File: src/rtl/adpll_seq_ctrl.sv
// ADPLL sequencing controller: programs the ADPLL over a simple bus master,
// polls for lock, then drives TX symbols onto data_mod_o while locked.

`ifndef FCWW
`define FCWW 20
`endif
`ifndef ADPLL_ADDR_W
`define ADPLL_ADDR_W 8
`endif
`ifndef ADPLL_DATA_W
`define ADPLL_DATA_W 32
`endif
`ifndef FCW
`define FCW 8'h00
`endif
`ifndef ADPLL_MODE
`define ADPLL_MODE 8'h04
`endif
`ifndef ADPLL_EN
`define ADPLL_EN 8'h08
`endif
`ifndef ADPLL_LOCK
`define ADPLL_LOCK 8'h0C
`endif
`ifndef TX
`define TX 1'b1
`endif
`ifndef RX
`define RX 1'b0
`endif

module adpll_seq_ctrl #(
    parameter int unsigned FCW_W     = `FCWW,
    parameter int unsigned N_CH      = 4,
    parameter int unsigned SYM_CYC   = 32,
    parameter int unsigned POLL_GAP  = 8,
    parameter int unsigned MAX_POLLS = 1024,
    localparam int unsigned CH_W     = $clog2(N_CH),
    localparam int unsigned ADDR_W   = `ADPLL_ADDR_W,
    localparam int unsigned DATA_W   = `ADPLL_DATA_W
) (
    input  logic              clk_i,
    input  logic              rst_i,
    input  logic              cfg_we_i,
    input  logic [CH_W-1:0]   cfg_idx_i,
    input  logic [FCW_W-1:0]  cfg_fcw_i,
    input  logic              mode_i,
    input  logic              start_i,
    input  logic              stop_i,
    input  logic              hop_i,
    input  logic [CH_W-1:0]   chan_i,
    output logic              valid_o,
    output logic [ADDR_W-1:0] address_o,
    output logic [DATA_W-1:0] wdata_o,
    output logic              wstrb_o,
    input  logic [1:0]        rdata_i,
    input  logic              ready_i,
    input  logic              tx_valid_i,
    input  logic              tx_data_i,
    output logic              tx_ready_o,
    output logic              data_mod_o,
    output logic              busy_o,
    output logic              locked_o,
    output logic              timeout_err_o,
    output logic              underrun_o
);

    localparam int unsigned POLL_W = $clog2(MAX_POLLS + 1);
    localparam int unsigned GAP_W  = $clog2(POLL_GAP) + 1;
    localparam int unsigned SYM_W  = $clog2(SYM_CYC);

    localparam logic [2:0] S_IDLE    = 3'd0;
    localparam logic [2:0] S_WR_FCW  = 3'd1;
    localparam logic [2:0] S_WR_MODE = 3'd2;
    localparam logic [2:0] S_WR_EN   = 3'd3;
    localparam logic [2:0] S_RD_LOCK = 3'd4;
    localparam logic [2:0] S_GAP     = 3'd5;
    localparam logic [2:0] S_LOCKED  = 3'd6;
    localparam logic [2:0] S_WR_DIS  = 3'd7;

    logic [FCW_W-1:0]  table_q [N_CH];

    logic [2:0]        state_q,     state_d;
    logic [CH_W-1:0]   chan_q,      chan_d;
    logic              mode_q,      mode_d;
    logic [FCW_W-1:0]  fcw_q,       fcw_d;
    logic [POLL_W-1:0] poll_q,      poll_d;
    logic [GAP_W-1:0]  gap_q,       gap_d;
    logic [SYM_W-1:0]  sym_q,       sym_d;
    logic              hop_pend_q,  hop_pend_d;
    logic              stop_pend_q, stop_pend_d;
    logic              valid_q,     valid_d;
    logic [ADDR_W-1:0] address_q,   address_d;
    logic [DATA_W-1:0] wdata_q,     wdata_d;
    logic              wstrb_q,     wstrb_d;
    logic              tx_ready_q,  tx_ready_d;
    logic              data_mod_q,  data_mod_d;
    logic              busy_q,      busy_d;
    logic              locked_q,    locked_d;
    logic              timeout_q,   timeout_d;
    logic              underrun_q,  underrun_d;
    logic [POLL_W-1:0] poll_inc_c;

    assign poll_inc_c = poll_q + POLL_W'(1);

    // Channel table: writable in any state, contents survive reset
    always_ff @(posedge clk_i) begin
        if (cfg_we_i) begin
            table_q[cfg_idx_i] <= cfg_fcw_i;
        end
    end

    // Next-state and registered-output logic
    always_comb begin
        state_d     = state_q;
        chan_d      = chan_q;
        mode_d      = mode_q;
        fcw_d       = fcw_q;
        poll_d      = poll_q;
        gap_d       = gap_q;
        sym_d       = sym_q;
        hop_pend_d  = hop_pend_q;
        stop_pend_d = stop_pend_q;
        valid_d     = valid_q;
        address_d   = address_q;
        wdata_d     = wdata_q;
        wstrb_d     = wstrb_q;
        timeout_d   = timeout_q;
        underrun_d  = underrun_q;
        data_mod_d  = data_mod_q;

        case (state_q)
            S_IDLE: begin
                if (start_i) begin
                    state_d     = S_WR_FCW;
                    chan_d      = chan_i;
                    mode_d      = mode_i;
                    timeout_d   = 1'b0;
                    underrun_d  = 1'b0;
                    hop_pend_d  = 1'b0;
                    stop_pend_d = 1'b0;
                end
            end
            S_WR_FCW, S_WR_MODE, S_WR_EN, S_RD_LOCK: begin
                if (stop_i) begin
                    stop_pend_d = 1'b1;
                end
                if (!valid_q) begin
                    // No transaction outstanding: a stop can abort right away
                    if (stop_i || stop_pend_q) begin
                        state_d = S_WR_DIS;
                    end else begin
                        valid_d = 1'b1;
                        wstrb_d = 1'b1;
                        case (state_q)
                            S_WR_FCW: begin
                                address_d = ADDR_W'(`FCW);
                                wdata_d   = DATA_W'(fcw_q);
                            end
                            S_WR_MODE: begin
                                address_d = ADDR_W'(`ADPLL_MODE);
                                wdata_d   = DATA_W'(mode_q);
                            end
                            S_WR_EN: begin
                                address_d = ADDR_W'(`ADPLL_EN);
                                wdata_d   = DATA_W'(1);
                            end
                            default: begin
                                address_d = ADDR_W'(`ADPLL_LOCK);
                                wdata_d   = '0;
                                wstrb_d   = 1'b0;
                            end
                        endcase
                    end
                end else if (ready_i) begin
                    valid_d = 1'b0;
                    case (state_q)
                        S_WR_FCW:  state_d = S_WR_MODE;
                        S_WR_MODE: state_d = S_WR_EN;
                        S_WR_EN:   state_d = S_RD_LOCK;
                        default: begin
                            if (rdata_i == 2'd1) begin
                                state_d = S_LOCKED;
                            end else if (poll_inc_c == POLL_W'(MAX_POLLS)) begin
                                poll_d    = poll_inc_c;
                                timeout_d = 1'b1;
                                state_d   = S_WR_DIS;
                            end else begin
                                poll_d  = poll_inc_c;
                                gap_d   = '0;
                                state_d = S_GAP;
                            end
                        end
                    endcase
                    if (stop_i || stop_pend_q) begin
                        state_d = S_WR_DIS;
                    end
                end
            end
            S_GAP: begin
                if (stop_i) begin
                    stop_pend_d = 1'b1;
                    state_d     = S_WR_DIS;
                end else if (gap_q == GAP_W'(POLL_GAP - 1)) begin
                    state_d = S_RD_LOCK;
                end else begin
                    gap_d = gap_q + GAP_W'(1);
                end
            end
            S_LOCKED: begin
                if (stop_i) begin
                    stop_pend_d = 1'b1;
                    state_d     = S_WR_DIS;
                end else if (hop_i) begin
                    chan_d     = chan_i;
                    hop_pend_d = 1'b1;
                    state_d    = S_WR_DIS;
                end else if (sym_q == SYM_W'(SYM_CYC - 1)) begin
                    sym_d = '0;
                end else begin
                    sym_d = sym_q + SYM_W'(1);
                end
            end
            default: begin
                // S_WR_DIS: always issue the disable write, then idle or re-lock
                if (stop_i) begin
                    stop_pend_d = 1'b1;
                end
                if (!valid_q) begin
                    valid_d   = 1'b1;
                    wstrb_d   = 1'b1;
                    address_d = ADDR_W'(`ADPLL_EN);
                    wdata_d   = '0;
                end else if (ready_i) begin
                    valid_d     = 1'b0;
                    hop_pend_d  = 1'b0;
                    stop_pend_d = 1'b0;
                    if (hop_pend_q && !stop_pend_q && !stop_i) begin
                        state_d = S_WR_FCW;
                    end else begin
                        state_d = S_IDLE;
                    end
                end
            end
        endcase

        // Channel entry is captured on entry so later table writes do not race the bus
        if (state_d == S_WR_FCW && state_q != S_WR_FCW) begin
            fcw_d  = table_q[chan_d];
            poll_d = '0;
        end
        if (state_d == S_LOCKED && state_q != S_LOCKED) begin
            poll_d = '0;
            sym_d  = '0;
        end

        // Symbol slot: take the source bit, or flag an underrun and send 0
        if (state_q == S_LOCKED && tx_ready_q) begin
            if (tx_valid_i) begin
                data_mod_d = tx_data_i;
            end else begin
                data_mod_d = 1'b0;
                underrun_d = 1'b1;
            end
        end
        if (state_d != S_LOCKED || mode_d != `TX) begin
            data_mod_d = 1'b0;
        end

        tx_ready_d = (state_d == S_LOCKED) && (mode_d == `TX) &&
                     (sym_d == SYM_W'(SYM_CYC - 1));
        busy_d     = (state_d != S_IDLE);
        locked_d   = (state_d == S_LOCKED);
    end

    // State and output registers with synchronous reset
    always_ff @(posedge clk_i) begin
        if (rst_i) begin
            state_q     <= S_IDLE;
            chan_q      <= '0;
            mode_q      <= 1'b0;
            fcw_q       <= '0;
            poll_q      <= '0;
            gap_q       <= '0;
            sym_q       <= '0;
            hop_pend_q  <= 1'b0;
            stop_pend_q <= 1'b0;
            valid_q     <= 1'b0;
            address_q   <= '0;
            wdata_q     <= '0;
            wstrb_q     <= 1'b0;
            tx_ready_q  <= 1'b0;
            data_mod_q  <= 1'b0;
            busy_q      <= 1'b0;
            locked_q    <= 1'b0;
            timeout_q   <= 1'b0;
            underrun_q  <= 1'b0;
        end else begin
            state_q     <= state_d;
            chan_q      <= chan_d;
            mode_q      <= mode_d;
            fcw_q       <= fcw_d;
            poll_q      <= poll_d;
            gap_q       <= gap_d;
            sym_q       <= sym_d;
            hop_pend_q  <= hop_pend_d;
            stop_pend_q <= stop_pend_d;
            valid_q     <= valid_d;
            address_q   <= address_d;
            wdata_q     <= wdata_d;
            wstrb_q     <= wstrb_d;
            tx_ready_q  <= tx_ready_d;
            data_mod_q  <= data_mod_d;
            busy_q      <= busy_d;
            locked_q    <= locked_d;
            timeout_q   <= timeout_d;
            underrun_q  <= underrun_d;
        end
    end

    assign valid_o       = valid_q;
    assign address_o     = address_q;
    assign wdata_o       = wdata_q;
    assign wstrb_o       = wstrb_q;
    assign tx_ready_o    = tx_ready_q;
    assign data_mod_o    = data_mod_q;
    assign busy_o        = busy_q;
    assign locked_o      = locked_q;
    assign timeout_err_o = timeout_q;
    assign underrun_o    = underrun_q;

endmodule

File: config.mk
export PLATFORM = sky130hd
export DESIGN_NAME = adpll_seq_ctrl
export DESIGN_NICKNAME = d
export VERILOG_FILES = /design/src/rtl/adpll_seq_ctrl.sv
export SDC_FILE = /design/constraint.sdc
export NUM_CORES = 1
export LEC_CHECK = 0
export ABC_AREA = 0
export BUFFER_PORTS_ARGS = -buffer_cell sky130_fd_sc_hd__buf_2
export CAP_MARGIN = 10
export CORE_ASPECT_RATIO = 0.7
export CORE_UTILIZATION = 41
export CTS_CLUSTER_SIZE = 25
export DETAILED_ROUTE_END_ITERATION = 6
export PLACE_DENSITY = 0.65
export SLEW_MARGIN = 20
export SYNTH_ARGS = -nofsm -noshare
export SYNTH_HDL_FRONTEND = slang
export SYNTH_SLANG_ARGS = --single-unit
File: constraint.sdc
create_clock -name clk_i -period 2.6 [get_ports clk_i]
set_clock_uncertainty 0.2 [all_clocks]
set_input_delay 0.39 -clock clk_i [delete_from_list [all_inputs] [get_ports clk_i]]
set_output_delay 0.39 -clock clk_i [all_outputs]
set_load 0.05 [all_outputs]
# Yosys cells after proc, flatten, opt, wreduce, memory -nomap -nowiden
# Memory sizes are Yosys's and may differ from the RTL's. A register that Yosys moved wholly into a read port is not among the register bits.
# Index checks and enable logic that the tools add are counted.
# classes
bitwise	6
mux	78
reduce_logical	29
addsub	3
multipliers	0
n_shift	0
div_mod_pow	0
n_eq_ne	28
order_cmp	0
# ops
operator	count
32-bit two-way mux	3
32-bit one-hot mux with 2 select lines	1
20-bit one-hot mux with 3 select lines	1
3-bit two-way mux	11
1-bit two-way mux	31
4-bit two-way mux	7
5-bit two-way mux	5
8-bit two-way mux	3
2-bit inequality test, second input constant	12
8-bit one-hot mux with 2 select lines	1
3-bit == test, second input constant	4
3-bit one-hot mux with 4 select lines	1
4-bit one-hot mux with 3 select lines	1
11-bit by 1-bit adder with 11-bit output, second input constant	1
11-bit == test, second input constant	1
5-bit == test, second input constant	2
2-bit two-way mux	5
3-bit one-hot mux with 3 select lines	1
3-bit nonzero test	3
3-bit OR reduction	3
1-bit one-hot mux with 2 select lines	4
4-bit one-hot mux with 2 select lines	1
8-bit AND reduction	1
1-bit logical AND	7
other kinds (23)	34
# word_totals
n_memories	1
latchBits	0
word_cells	163
regBits	76
mem_bits_rw	80
romBits	0
# mem_list
name	depth	word_bits	rd	rd_ports_with_merged_regs	write_ports	line	source
table_q	4	20	1	1	1	81	logic [FCW_W-1:0] table_q [N_CH];

# Logic depth before layout (Yosys ltp)
# Gate-level depths: netlist (run 1).
# depth
ltp_word	14
mapped_depth	8
ltp_nobuf	8

# Worst setup path before layout (run 1)
# OpenSTA, ideal clock, no wires.
# synth_path
kind	reg-to-reg
from	register valid_q, in the netlist valid_o
to	register poll_q[3]
setup_time_ns	0.138
path_stages_with_launch	9
t_required_ns	2.262
path_buffers	2
path_slack_ns	0.014
arrival_time_ns	2.248
path_cell_list	dfxtp_1 buf_2 nand2_1 o311ai_1 o2111ai_2 o21bai_1 and4_1 buf_4 nor4_2
# synth_via
elab_chain_cells	5
elab_cells_between_ends	9
# synth_rtl
item	line	source
start: declaration	92	logic valid_q, valid_d;
start signal: assignment	308	valid_q <= valid_d;
3-bit two-way mux, on equally long branches	229, 148	
3-bit one-hot mux with 4 select lines	132	case (state_q)
3-bit by 1-bit == test with 1-bit output / 3-bit == test (equally long branches)	248, 252	
1-bit logical AND, on equally long branches	248, 252	
3-bit OR reduction (no line)	-	
end signal: assignment	303	poll_q <= poll_d;
end: declaration	87	logic [POLL_W-1:0] poll_q, poll_d;
# Parallel ways exist; a longest one is shown, timed or not.
# A chain may end at the register's enable or synchronous reset.

# Worst setup path in the final report (run 1)
# layout_path
from	register poll_q[0]
to	register fcw_q[10] (read register of table_q)
# layout_via
elab_chain_cells	11
# layout_rtl
item	line	source
11-bit by 1-bit adder with 11-bit output	104	assign poll_inc_c = poll_q + POLL_W'(1);
11-bit == test	184	end else if (poll_inc_c == POLL_W'(MAX_POLLS)) begin
2-bit two-way mux	184	
2-bit two-way mux	182	if (rdata_i == 2'd1) begin
3-bit one-hot mux with 3 select lines	177	case (state_q)
3-bit two-way mux	195	if (stop_i || stop_pend_q) begin
3-bit two-way mux	175	end else if (ready_i) begin
3-bit two-way mux	148	if (!valid_q) begin
3-bit one-hot mux with 4 select lines	132	
3-bit by 1-bit == test with 1-bit output	248	if (state_d == S_WR_FCW && state_q != S_WR_FCW) begin
1-bit logical AND	248	
end: declaration	86	logic [FCW_W-1:0] fcw_q, fcw_d;
# No other way between the ends.

==> results by group, run 1 <==
Final layout
  • Final nets: 811
  • Area Growth Syn to Fin: 24.1%
  • Finished Cell Area: 9140 µm²
  • Fill cells: 1492
  • Commonest cells after routing, fill and taps aside: edfxtp_1 (80), dfxtp_1 (74), buf_2 (66), nand3_1 (51), buf_4 (51)
  • Share of cells above drive strength 1: 31.0%
  • Final std cells w/o fill: 1015
  • # diodes: 0
  • Commonest non-fill, non-tap cell in the layout: edfxtp_1

Synthesis
  • XOR/XNOR Fraction of Synth Area: 1.43%
  • Sequential area share after synthesis: 53.8%
  • Post-synth top area share: 32.6%
  • Largest cells by area after synthesis: edfxtp_1 (33%), dfxtp_1 (21%), mux2i_1 (6.4%), nand3_1 (3.5%), o211ai_2 (3.4%)
  • Mean Syn Cell Area: 11.4 µm²
  • Cell variety after synth: 66
  • Simple-gate area share of the yosys netlist: 16.1%
  • Compound-Gate Fraction of Synth Area: 12.3%
  • Most used DFF post-synth: edfxtp_1
  • EDFF count, synth: 80
  • Synth Area in Adders: 0.680%
  • Synth area leader: edfxtp_1
  • Mapped Area: 7360 µm²
  • Largest family of logic cells by synthesized area: simple AND/OR/NAND/NOR gates
  • Yosys reg bits: 158
  • Yosys warns: 0
  • Ys async rst share: 0%
  • Cells after Synth: 648
  • Mux cell area share after synthesis: 9.75%

Setup path
  • Worst-path fanout max: 5
  • Worst path required time: 2740 ps
  • Data arrival time of the worst path: 2710 ps
  • CP Class: reg2reg
  • CP startpoint kind: register
  • Worst setup EP type: register

Detailed routing
  • TritonRoute pass-1 iters: 5
  • DRC Markers: 0
  • DR vias/cell: 5.40
  • Via Count: 5478
  • WL/cell: 17.1 µm
  • Final WL: 17.4 mm
  • 1st-iter DRT viols: 342
  • Routed Antenna Nets: 0

Global routing
  • Via count of the first global-routing pass: 5286
  • GRT Overall Usage: 18.9%
  • Largest net degree at the start of global routing: 35
  • First-pass GRT wire length: 26.8 mm
  • Grt ovf: 0
  • Antenna violations before repair: 0

CTS
  • Clk pin slew, worst setup/hold paths: 60 ps
  • TritonCTS clock tree: yes
  • Root Buffer: clkbuf_16
  • CTS sink count: 158
  • CTS max path bufs: 2
  • Clk_lat worst skew: 420 ps
  • CTS H-Tree Depth: 4
  • CTS buffer count: 17

Placed design
  • Port bufs: 65
  • Inst Count DP: 950
  • Dpl hpwl: 11.5 mm
  • Gpl congestion: 0.917
  • DP Area: 8120 µm²

STA
  • Worst slew margin relative to its limit: 53.1%
  • Setup TNS: 0 ps
  • WHS: 38.4 ps
  • Fin. max-slew vios: 0
  • Final hold violations: 0
  • Max frequency: 390 MHz
  • Final setup fails: 0
  • Crit share post-route: 98.6%
  • Worst-Margin Slew: 701 ps
  • Minimum clock period: 2560 ps

Floorplanning
  • Initial Utilization: 42.4%
  • Core Box Area: 17400 µm²
  • Ports: 84
  • Die Y: 114 µm
  • Site row count: 40
  • Die ar.: 18500 µm²
  • Die Width: 162 µm

Power and ir drop
  • LEAKAGE: 3.64 nW
  • Power Dens Cells: 977 nW/µm²
  • Worst vdd ir: 0.000487 V
  • Tot Pwr: 0.00893 W

Outcome
  • Status: complete, no violations

Worst hold path
  • Hold WC Path Type: in2reg

Flow run
  • Max cap viols: 0
## final timing paths
kind                                  from          to  slack (ps)  depth (start not counted)
worst max-delay path             poll_q[0]   fcw_q[10]          40                          9
worst min-delay path             tx_data_i  data_mod_o          40                          3
worst max register to register   poll_q[0]   fcw_q[10]          40                          9
worst min register to register  wdata_o[7]  wdata_o[7]         260                          2
## layout make-up
cell class                 count  area (µm²)  area share (%)
inverter                       7        26.3           0.288
clock inverter                13         140            1.53
sequential                   158        3970            43.5
multi-input combinational    437        3130            34.3
clock buffer                  19         433            4.74
tap                          231         289            3.16
timing repair buffer         150        1140            12.5
## metal layers
metal	up-vias	GRT usage (%)	wire, µm
met3	17	4.06	882
li1	2599	-	-
met2	172	29.6	7840
met4	0	6.92	257
met5	-	0	0
met1	2690	25.9	8370
## synth_stat cells, types with 2 or more instances
library cell  number
xnor2_1            3
buf_6              9
a31oi_2            2
o211ai_2          20
a211oi_1           3
nand4_1            5
nor4b_1            2
nor4_2            10
buf_4             22
and2_1             5
a31oi_1            4
o22ai_1            2
nor3_1            10
nor2_1            34
a21o_1             3
a2bb2oi_1          2
buf_2             10
nand3_1           51
and3b_1            3
mux2_2            19
a311oi_1           3
clkbuf_1          22
mux2i_1           47
and4_1             2
dfxtp_1           78
a21oi_1           38
or3_1              4
nor3b_1            2
nand2b_1           8
xor2_1             9
inv_1              7
nand4b_1           2
or2_2              2
nand2_1           39
ha_1               4
o21ai_0           27
nand3b_1           2
nor2b_1           22
and3_1             5
edfxtp_1          80
## worst max-delay path, stage by stage, from the launching register on
cell and delay (ps):
dfxtp_2 330, ha_2 190, and3_4 190, and3_4 190, a32oi_4 260, o31ai_4 120
buf_6 130, a2111o_1 500, clkbuf_16 230, o211ai_2 160
## through the flow
step / setup WS (ps) / util (%)
CTS: 0.305 / 51.5
finish: 37.2 / 52.6
floorplan: 14.4 / -
detailed placement: -147 / 46.8
global route: -24.7 / 52.6
global placement: -44.9 / 46.8
## kinds of logic (layout without fill, tap and decap cells)
group	count (synthesis)	after routing
AO/OA/AOI/OAI	121	121
XOR/XNOR	12	12
adder cells (fa/ha/maj)	4	4
buffers and inverters	70	189
flip-flops	158	158
multiplexers	68	68
other	1	18
AND/OR/NAND/NOR	214	214
## what timing repair did
item	4_1_cts	5_1_grt
gates cloned	1	5
hold endpoints to repair	80	0
pin swaps	1	5
setup endpoints to repair	31	21
gates resized for setup	5	18
hold buffers	20	0
buffers inserted	1	6
## report_power, final
group / internal (W) / switching, W
Combinational: 0.00149 / 0.00206
Clock: 0.00142 / 0.000995
Sequential: 0.00284 / 0.000130
Total: 0.00574 / 0.00319
## state kept, by name, summed over array words and instances, names as in the netlist, 2 cells and up
name       count
table_q       80
fcw_q         20
wdata_o       20
poll_q        11
sym_q          5
gap_q          4
state_q        3
address_o      2
chan_q         2
Note: power is estimated with default switching activity, not from simulation.
==> inputs of run 2 (changes only) <==
--- a/config.mk
+++ b/config.mk
@@ -6,7 +6,7 @@
 export NUM_CORES = 1
 export LEC_CHECK = 0
 export ABC_AREA = 0
-export BUFFER_PORTS_ARGS = -buffer_cell sky130_fd_sc_hd__buf_2
+export BUFFER_PORTS_ARGS = -buffer_cell sky130_fd_sc_hd__buf_4
 export CAP_MARGIN = 10
 export CORE_ASPECT_RATIO = 0.7
 export CORE_UTILIZATION = 41
==> results by group, run 2 (synthesized netlist as in run 1, its figures left out) <==
Outcome
  • Status: complete, no violations

Detailed routing
  • DRC Markers: 0 (unchanged)
  • Final WL: 16.3 mm (-6.0%)
  • 1st-iter DRT viols: 405 (+18%)
  • DR vias/cell: 5.33 (-1.2%)
  • Routed Antenna Nets: 0 (unchanged)
  • TritonRoute pass-1 iters: 5 (unchanged)
  • WL/cell: 16.5 µm (-3.5%)
  • Via Count: 5272 (-3.8%)

Power and ir drop
  • LEAKAGE: 3.54 nW (-2.5%)
  • Worst vdd ir: 0.000588 V (+21%)
  • Power Dens Cells: 963 nW/µm² (-1.5%)

STA
  • Worst-Margin Slew: 525 ps (-176 ps)
  • Minimum clock period: 2510 ps (-53.5 ps)
  • RSZ-0062 raised after global routing: false
  • WHS: 43.0 ps (+4.66 ps)
  • Worst Setup Slack, final: 90.7 ps (+53.5 ps)
  • Final setup fails: 0 (unchanged)
  • Final hold violations: 0 (unchanged)
  • Crit share post-route: 96.5% (-2.1 points)
  • Worst slew margin relative to its limit: 64.9% (+12 points)
  • Setup TNS: 0 ps (unchanged)
  • Fin. max-slew vios: 0 (unchanged)
  • Max frequency: 399 MHz (+2.1%)

Placed design
  • Gpl congestion: 0.850 (-7.2%)
  • Port bufs: 65 (unchanged)
  • Dpl hpwl: 11.2 mm (-2.0%)
  • Inst Count DP: 937 (-1.4%)
  • Pre-CTS setup slack: 32.6 ps (+180 ps)

Floorplanning
  • Die ar.: 18500 µm² (unchanged)
  • Site row count: 40 (unchanged)
  • Die Width: 162 µm (unchanged)
  • Core Box Area: 17400 µm² (unchanged)
  • Ports: 84 (unchanged)
  • Initial Utilization: 42.4% (unchanged)
  • Die Y: 114 µm (unchanged)

CTS
  • TritonCTS clock tree: yes
  • Clk pin slew, worst setup/hold paths: 70 ps (about the same)
  • CTS H-Tree Depth: 4 (unchanged)
  • CTS sink count: 158 (unchanged)
  • CTS max path bufs: 2 (unchanged)
  • Post-CTS setup buffers: 0 (-1)
  • Clk_lat worst skew: 410 ps (about the same)
  • Root Buffer: clkbuf_16
  • CTS buffer count: 17 (unchanged)

Setup path
  • Worst setup EP type: register
  • RR Endpoint: fcw_q[7]
  • RR Startpoint: poll_q[1]
  • R2r setup slk: 90 ps (+50 ps)
  • Critical path, cell by cell: ha_1 > and3_1 > and3_1 > a32oi_2 > o31ai_4 > a2111o_1 > buf_12 > o211ai_2
  • CP max stage delay: 430 ps (-70 ps)
  • Data arrival time of the worst path: 2650 ps (-60 ps)
  • CP startpoint kind: register
  • Worst path required time: 2740 ps (about the same)
  • Reg2Reg Depth: 8 (-1)
  • CP dominant cell by count: and3_1
  • Critical path buffer and inverter count: 1 (-1)
  • CP Capture Point: fcw_q[7]
  • Slowest cell on crit path: a2111o_1
  • Worst-path fanout max: 20 (+15)
  • Worst path depth: 8 (-1)
  • Crit. Startpoint: poll_q[1]
  • Critical path's top delay family: compound AO/OA/AOI/OAI gates
  • CP Class: reg2reg

Global routing
  • GRT Overall Usage: 18.6% (-0.37 points)
  • Via count of the first global-routing pass: 5120 (-3.1%)
  • First-pass GRT wire length: 26.6 mm (-0.75%)
  • Grt ovf: 0 (unchanged)
  • Antenna violations before repair: 0 (unchanged)
  • Met1 GRT Util: 25.8% (-0.10 points)
  • GR Util met3: 3.95% (-0.11 points)
  • Met2 Use GR: 29.2% (-0.40 points)
  • Largest net degree at the start of global routing: 38 (+8.6%)
  • Busiest metal layer after global routing: met2

Final layout
  • Final std cells w/o fill: 989 (-2.6%)
  • Commonest non-fill, non-tap cell in the layout: buf_4
  • Commonest cells after routing, fill and taps aside: buf_4 (98), edfxtp_1 (80), dfxtp_1 (77), nand3_1 (51), mux2i_1 (47)
  • # diodes: 0 (unchanged)
  • Share of cells above drive strength 1: 26.6% (-4.3 points)
  • Fill cells: 1480 (-0.80%)
  • Max FFs per register: 80 (unchanged)
  • Top reg by flops: table_q
  • Area Growth Syn to Fin: 22.3%
  • Final nets: 785 (-3.2%)

Worst hold path
  • Hold WC Path Type: in2reg

Flow run
  • Max cap viols: 0 (unchanged)
## run 2: changes by cell type in the layout (fill, tap and decap cells not counted), sizes merged
cell	change
buf	-23
inv	+7
clkbuf	-5
clkinv	-4
clkinvlp	-2
bufinv	+1
## run 2: worst register-to-register path: stages (launching register included)
cell and delay [ps]:
dfxtp_1 350, ha_1 220, and3_1 210, and3_1 210, a32oi_2 300, o31ai_4 140, a2111o_1 440, buf_12 190
o211ai_2 180
## run 2: what timing repair did
action / CTS / global route
endpoints found under the setup margin: 0 / 10
resized for setup: 0 / 2
endpoints found under the hold margin: 80 / 0
hold buffers: 20 / 0
## run 2: report_power, final
group	internal [W]	switching (W)	leakage (nW)
clock network	0.00154	0.00105	0.304
logic	0.00123	0.00189	1.87
registers	0.00283	0.000124	1.37
total	0.00561	0.00306	3.54
## run 2: area by class of cell
class	count	area, µm²	area share (%)
timing repair buffer	124	1060	11.7
tap	231	289	3.21
clock buffer	17	425	4.72
multi-input combinational	437	3050	33.9
clock inverter	15	191	2.13
inverter	7	26.3	0.292
sequential	158	3970	44.0
## run 2: worst min-delay path by stage
stage / start / endpoint / slack, ps / cells past startpoint
final: tx_data_i / data_mod_o / 40 / 3
after global placement: data_mod_o / data_mod_o / 250 / 2
after floorplan: hop_pend_q / hop_pend_q / 230 / 2
after global routing: tx_data_i / data_mod_o / 40 / 3
after detailed placement: wdata_o[14] / wdata_o[14] / 250 / 2
after CTS: tx_data_i / data_mod_o / 30 / 3
## run 2: per-stage QoR
stage / instance area [µm²] / util [%] / power (W)
2_1_floorplan: 7430 / - / 0.00520
6_report: 9010 / 51.9 / 0.00867
5_1_grt: 9010 / 51.9 / 0.00907
3_3_place_gp: 8190 / 47.1 / 0.00602
3_5_place_dp: 8190 / 47.1 / 0.00608
4_1_cts: 9000 / 51.9 / 0.00871
## run 2: per-layer routing
| metal | share of wire [%] | routed length [µm] | up-vias |
|---|---|---|---|
| met1 | 48 | 7750 | 2564 |
| li1 | - | - | 2551 |
| met2 | 47 | 7710 | 147 |
| met5 | 0 | 0 | - |
| met4 | 0.82 | 134 | 0 |
| met3 | 4.4 | 721 | 10 |
